**src/rtl/pipelined_data_memory.sv**
```systemverilog
// rtl/pipelined_data_memory.sv - handshaked data memory with byte enables, LAT-cycle read pipe, clear engine; DMEM_PARITY_EN adds per-byte parity
module pipelined_data_memory #(
    parameter int D   = 6,
    parameter int W   = 32,
    parameter int LAT = 1
) (
    input  logic           clk,
    input  logic           reset,
    input  logic           clear_start,
    input  logic           req_valid,
    output logic           req_ready,
    input  logic           req_write,
    input  logic [D-1:0]   req_addr,
    input  logic [W-1:0]   req_wdata,
    input  logic [W/8-1:0] req_be,
    output logic           resp_valid,
    output logic [W-1:0]   resp_rdata,
    output logic           busy
`ifdef DMEM_PARITY_EN
    ,
    output logic           parity_err
`endif
);

    localparam int NB    = W / 8;
    localparam int DEPTH = 2 ** D;

    typedef enum logic {
        S_CLEAR = 1'b0,
        S_IDLE  = 1'b1
    } state_t;

    state_t         state_q, state_d;
    logic [D:0]     cnt_q, cnt_d;
    logic           clr_we;

    logic [W-1:0]   mem_q [DEPTH];

    logic           mem_we;
    logic [D-1:0]   mem_waddr;
    logic [W-1:0]   mem_wdata;
    logic [NB-1:0]  mem_bmask;

    logic           accept, wr_acc, rd_acc;

    logic [W-1:0]   pipe_data_q [LAT];
    logic [W-1:0]   pipe_data_d [LAT];
    logic [LAT-1:0] pipe_valid_q, pipe_valid_d;

`ifdef DMEM_PARITY_EN
    logic [NB-1:0]  par_q [DEPTH];
    logic [LAT-1:0] pipe_err_q, pipe_err_d;

    function automatic logic [NB-1:0] byte_par(input logic [W-1:0] w);
        logic [NB-1:0] p;
        for (int b = 0; b < NB; b++) begin
            p[b] = ^w[8*b +: 8];
        end
        return p;
    endfunction
`endif

    assign req_ready = (state_q == S_IDLE);
    assign busy      = (state_q == S_CLEAR);
    assign accept    = req_valid && req_ready;
    assign wr_acc    = accept && req_write;
    assign rd_acc    = accept && !req_write;

    // Clear-engine FSM: sweep every word in CLEAR, wait for requests or clear_start in IDLE
    always_comb begin
        state_d = state_q;
        cnt_d   = cnt_q;
        clr_we  = 1'b0;
        case (state_q)
            S_CLEAR: begin
                clr_we = 1'b1;
                cnt_d  = cnt_q + 1'b1;
                if (cnt_q == (D+1)'(DEPTH - 1)) begin
                    state_d = S_IDLE;
                end
            end
            S_IDLE: begin
                if (clear_start) begin
                    state_d = S_CLEAR;
                    cnt_d   = '0;
                end
            end
            default: begin
                state_d = S_CLEAR;
                cnt_d   = '0;
            end
        endcase
    end

    // Single write port shared by the clear sweep and accepted writes (never both at once)
    always_comb begin
        mem_we    = 1'b0;
        mem_waddr = req_addr;
        mem_wdata = req_wdata;
        mem_bmask = req_be;
        if (!reset) begin
            if (clr_we) begin
                mem_we    = 1'b1;
                mem_waddr = cnt_q[D-1:0];
                mem_wdata = '0;
                mem_bmask = '1;
            end else if (wr_acc) begin
                mem_we    = 1'b1;
            end
        end
    end

    // Read pipeline: stage 0 samples the array at acceptance, data stages only move on valid so the output holds
    always_comb begin
        for (int i = 0; i < LAT; i++) begin
            pipe_data_d[i] = pipe_data_q[i];
        end
        pipe_valid_d    = '0;
        pipe_valid_d[0] = rd_acc;
        if (rd_acc) begin
            pipe_data_d[0] = mem_q[req_addr];
        end
        for (int i = 1; i < LAT; i++) begin
            pipe_valid_d[i] = pipe_valid_q[i-1];
            if (pipe_valid_q[i-1]) begin
                pipe_data_d[i] = pipe_data_q[i-1];
            end
        end
    end

`ifdef DMEM_PARITY_EN
    // Parity check travels alongside the read data
    always_comb begin
        pipe_err_d = pipe_err_q;
        if (rd_acc) begin
            pipe_err_d[0] = |(par_q[req_addr] ^ byte_par(mem_q[req_addr]));
        end
        for (int i = 1; i < LAT; i++) begin
            if (pipe_valid_q[i-1]) begin
                pipe_err_d[i] = pipe_err_q[i-1];
            end
        end
    end

    assign parity_err = pipe_valid_q[LAT-1] && pipe_err_q[LAT-1];
`endif

    assign resp_valid = pipe_valid_q[LAT-1];
    assign resp_rdata = pipe_data_q[LAT-1];

    // Memory array with byte-masked writes; contents are not reset, the clear sweep zeroes them
    always_ff @(posedge clk) begin
        if (mem_we) begin
            for (int b = 0; b < NB; b++) begin
                if (mem_bmask[b]) begin
                    mem_q[mem_waddr][8*b +: 8] <= mem_wdata[8*b +: 8];
`ifdef DMEM_PARITY_EN
                    par_q[mem_waddr][b] <= ^mem_wdata[8*b +: 8];
`endif
                end
            end
        end
    end

    // Control and pipeline registers; reset flushes in-flight reads and restarts the sweep at 0
    always_ff @(posedge clk) begin
        if (reset) begin
            state_q      <= S_CLEAR;
            cnt_q        <= '0;
            pipe_valid_q <= '0;
            for (int i = 0; i < LAT; i++) begin
                pipe_data_q[i] <= '0;
            end
`ifdef DMEM_PARITY_EN
            pipe_err_q   <= '0;
`endif
        end else begin
            state_q      <= state_d;
            cnt_q        <= cnt_d;
            pipe_valid_q <= pipe_valid_d;
            for (int i = 0; i < LAT; i++) begin
                pipe_data_q[i] <= pipe_data_d[i];
            end
`ifdef DMEM_PARITY_EN
            pipe_err_q   <= pipe_err_d;
`endif
        end
    end

endmodule

```
**config.mk**
```make
export PLATFORM = sky130hd
export DESIGN_NAME = pipelined_data_memory
export DESIGN_NICKNAME = d
export VERILOG_FILES = /design/src/rtl/pipelined_data_memory.sv
export SDC_FILE = /design/constraint.sdc
export NUM_CORES = 2
export LEC_CHECK = 0
export ABC_CLOCK_PERIOD_IN_PS = 3200
export CAP_MARGIN = 30
export CORE_MARGIN = 2
export CORE_UTILIZATION = 35
export DETAILED_ROUTE_END_ITERATION = 8
export SLEW_MARGIN = 20
export SYNTH_ARGS = -nofsm -noshare
export SYNTH_HDL_FRONTEND = slang
export SYNTH_SLANG_ARGS = --single-unit
export TNS_END_PERCENT = 10
```
**constraint.sdc**
```tcl
create_clock -name clk -period 3.2 [get_ports clk]
set_clock_uncertainty 0.2 [all_clocks]
set_input_delay 0.32 -clock clk [delete_from_list [all_inputs] [get_ports clk]]
set_output_delay 0.32 -clock clk [all_outputs]
set_load 0.02 [all_outputs]
```
==> flow_summary.json <==
{
  "status": "complete, no violations",
  "ys_ff_latch": 2089,
  "p_per_area_nw_per_um2": 594,
  "grt_overflow_total": 0,
  "drt_pass1_iterations": 6,
  "finalPower_mw": 57.6,
  "ys_seq_area_frac": 0.769,
  "tns_ns": 0,
  "worstPathMaxFanout": 14,
  "slew_viol_final": 0,
  "place_inst": 7432,
  "cts_made_buffers": 207,
  "via_per_inst": 5.47,
  "synth_cell_type_count": 55,
  "r2r_slack_ns": 0.26,
  "synth_edf_count": 2048,
  "relSlewSlack": 0.359,
  "fin_cells": 7833,
  "min_period_over_period": 0.927,
  "start_kind": "flip-flop",
  "async_reset_ff_frac": 0,
  "cap_violations": 0,
  "whs_ns": 0.0502,
  "cts_tree": "yes",
  "critical_path_class": "reg -> out",
  "gp_congestion": 0.855,
  "vias": 42800,
  "syn2layout_area_growth_pct": 19.6,
  "cts_resized": 0,
  "antenna_left": 0,
  "clk_latency_ns": 0.84,
  "yosysMostFrequentCell": "edfxtp_1",
  "clock-root-buffer": "clkbuf_16",
  "drt-initial-drc-count": 5412,
  "start_util": 0.352,
  "synth_top_area_share": 0.758,
  "max_freq_ghz": 0.337,
  "grt_max_degree": 65,
  "rsz0062_at_grt": "no",
  "die_area_um2": 236000,
  "yosys-top-cells-area": "edfxtp_1, mux4_2, mux2i_1",
  "antenna_found_initial": 11,
  "setup_violations": 0,
  "cts.path.max_buffers": 3,
  "rows": 176,
  "totalWireLength_um": 227000,
  "syn-instance-count": 3942,
  "leakagePower_nw": 31.7,
  "post_route_cells_drive_above_1_share": 0.313,
  "crit_required_ns": 2.68,
  "htree_levels": 4,
  "worst_setup_path_end_kind": "output port",
  "first_global_vias": 43100,
  "hold_violations": 0,
  "synthFlopType": "edfxtp_1",
  "die-height_um": 485,
  "die_width_um": 485,
  "synthTopCellsByCount": "edfxtp_1, mux4_2, nor2_1",
  "synthesis.area_um2": 81100,
  "numPortBuffers": 81,
  "ios": 82,
  "route.detailed.drc": 0,
  "cts_num_sinks": 2089,
  "core_um2": 230000,
  "dp_hpwl_um": 151000,
  "clkTransAtPathRegs_ns": 0.06,
  "irDropWorstVdd_mv": 0.507,
  "fin_nets": 4666,
  "grt_usage": 0.192,
  "hold_path.class": "in -> reg",
  "syn_area_per_cell_um2": 20.6,
  "yosys_warnings": 0,
  "layout_min_cycle_time_ns": 2.97,
  "worstPathArrival_ns": 2.45,
  "setup_slack_ns": 0.234,
  "grt_first_pass_wirelength_um": 324000,
  "synthesis.nets": 3990,
  "routedWlPerCell_um": 29.0,
  "post-place-ws_ns": -0.0923,
  "yosys.area.top_type": "edfxtp_1",
  "tightest_slew_ns": 0.957
}
-- path summary, 6_finish.rpt --
kind,startpoint,endpoint,cells after the start
worst max-delay path,req_ready$_SDFF_PP0_,busy,3
worst min register to register,cnt_q[6]$_SDFFE_PP0P_,cnt_q[6]$_SDFFE_PP0P_,2
worst max register to register,req_ready$_SDFF_PP0_,mem_q[5][12]$_DFFE_PP_,9
worst min-delay path,req_addr[4],pipe_data_q[0][22]$_SDFFE_PP0P_,4
-- final cells by class --
type                            count  area [um2]
Antenna cell                        8        20.0
Clock buffer                      266        5580
Clock inverter                    124        1200
Fill cell                       19800      133000
Inverter                            5        21.3
Multi-Input combinational cell   1623       17700
Sequential cell                  2089       62300
Tap cell                         3026        3790
Timing Repair Buffer              692        6310
-- cells in the final DEF (no fill, tap or decap), types with 5 or more instances in the layout --
cell type        synthesis  layout
edfxtp_1              2048    2048
buf_4                   43     537
mux4_2                 463     463
nor2_1                 312     308
clkbuf_16                0     208
nand2_1                164     162
mux2i_1                146     146
clkdlybuf4s50_1          0      76
buf_12                   0      71
mux2_2                  65      65
o22ai_1                 60      60
a21oi_1                 48      48
a22oi_1                 48      48
clkinv_1                 1      45
o21ai_0                 44      44
clkbuf_1                83      42
clkinv_2                 0      41
dfxtp_1                 41      41
a221oi_1                35      35
o221ai_1                33      33
and2_2                   0      32
nand3_1                 29      29
a2bb2oi_1               17      17
bufinv_16                0      17
clkbuf_8                 0      17
a31oi_1                 14      13
and2_1                  44      12
diode_2                  0       8
a211oi_1                 7       7
a32oi_1                  7       7
o21ai_1                  7       7
or2_2                    5       6
nand2b_1                 9       6
o2111ai_1                6       6
nor2b_2                  0       5
a41o_1                   5       5
o21bai_1                 5       5
clkinv_8                 0       5
clkinvlp_4               0       5
-- logic make-up after synthesis --
kind of cell,synth area share
AO/OA/AOI/OAI,0.0313
adder cells (fa/ha/maj),0.000154
buffers and inverters,0.0140
flip-flops,0.769
multiplexers,0.156
AND/OR/NAND/NOR,0.0303
-- power by group --
group / internal, mW / switching (mW)
clock: 13.7 / 10.4
combinational: 1.22 / 2.02
sequential: 30.2 / 0.0307
-- worst max-delay path, stage by stage, from the launching register on --
cell and delay, ns:
dfxtp_1 0.36, buf_4 0.23, inv_1 0.32, clkdlybuf4s50_1 0.68
-- registers in the layout (all words and copies together), names as in the netlist --
signal / count
pipe_data_q: 32
cnt_q: 7
mem_q: 2048
resp_valid: 1
req_ready: 1
-- metrics by stage --
stage                     cell area, um2   util
after floorplan                    81100      -
after global placement             90100  0.392
after detailed placement           90100  0.392
after CTS                          96900  0.421
after global routing               97000  0.421
final                              97000  0.421
-- metal layers --
| layer | GRT usage | part of all wire | up-vias | wire (um) |
|---|---|---|---|---|
| li1 | - | - | 17700 | - |
| met1 | 0.265 | 0.41 | 22800 | 92400 |
| met2 | 0.305 | 0.48 | 1980 | 109000 |
| met3 | 0.0385 | 0.084 | 361 | 19200 |
| met4 | 0.0609 | 0.031 | 2 | 7150 |
| met5 | 0 | 0.000075 | - | 17 |
-- repair_timing --
action	in CTS	in global routing
hold buffers	3	0
buffers inserted	0	0
endpoints found under the hold margin	2	0
Power figures use the tool's default switching activity.
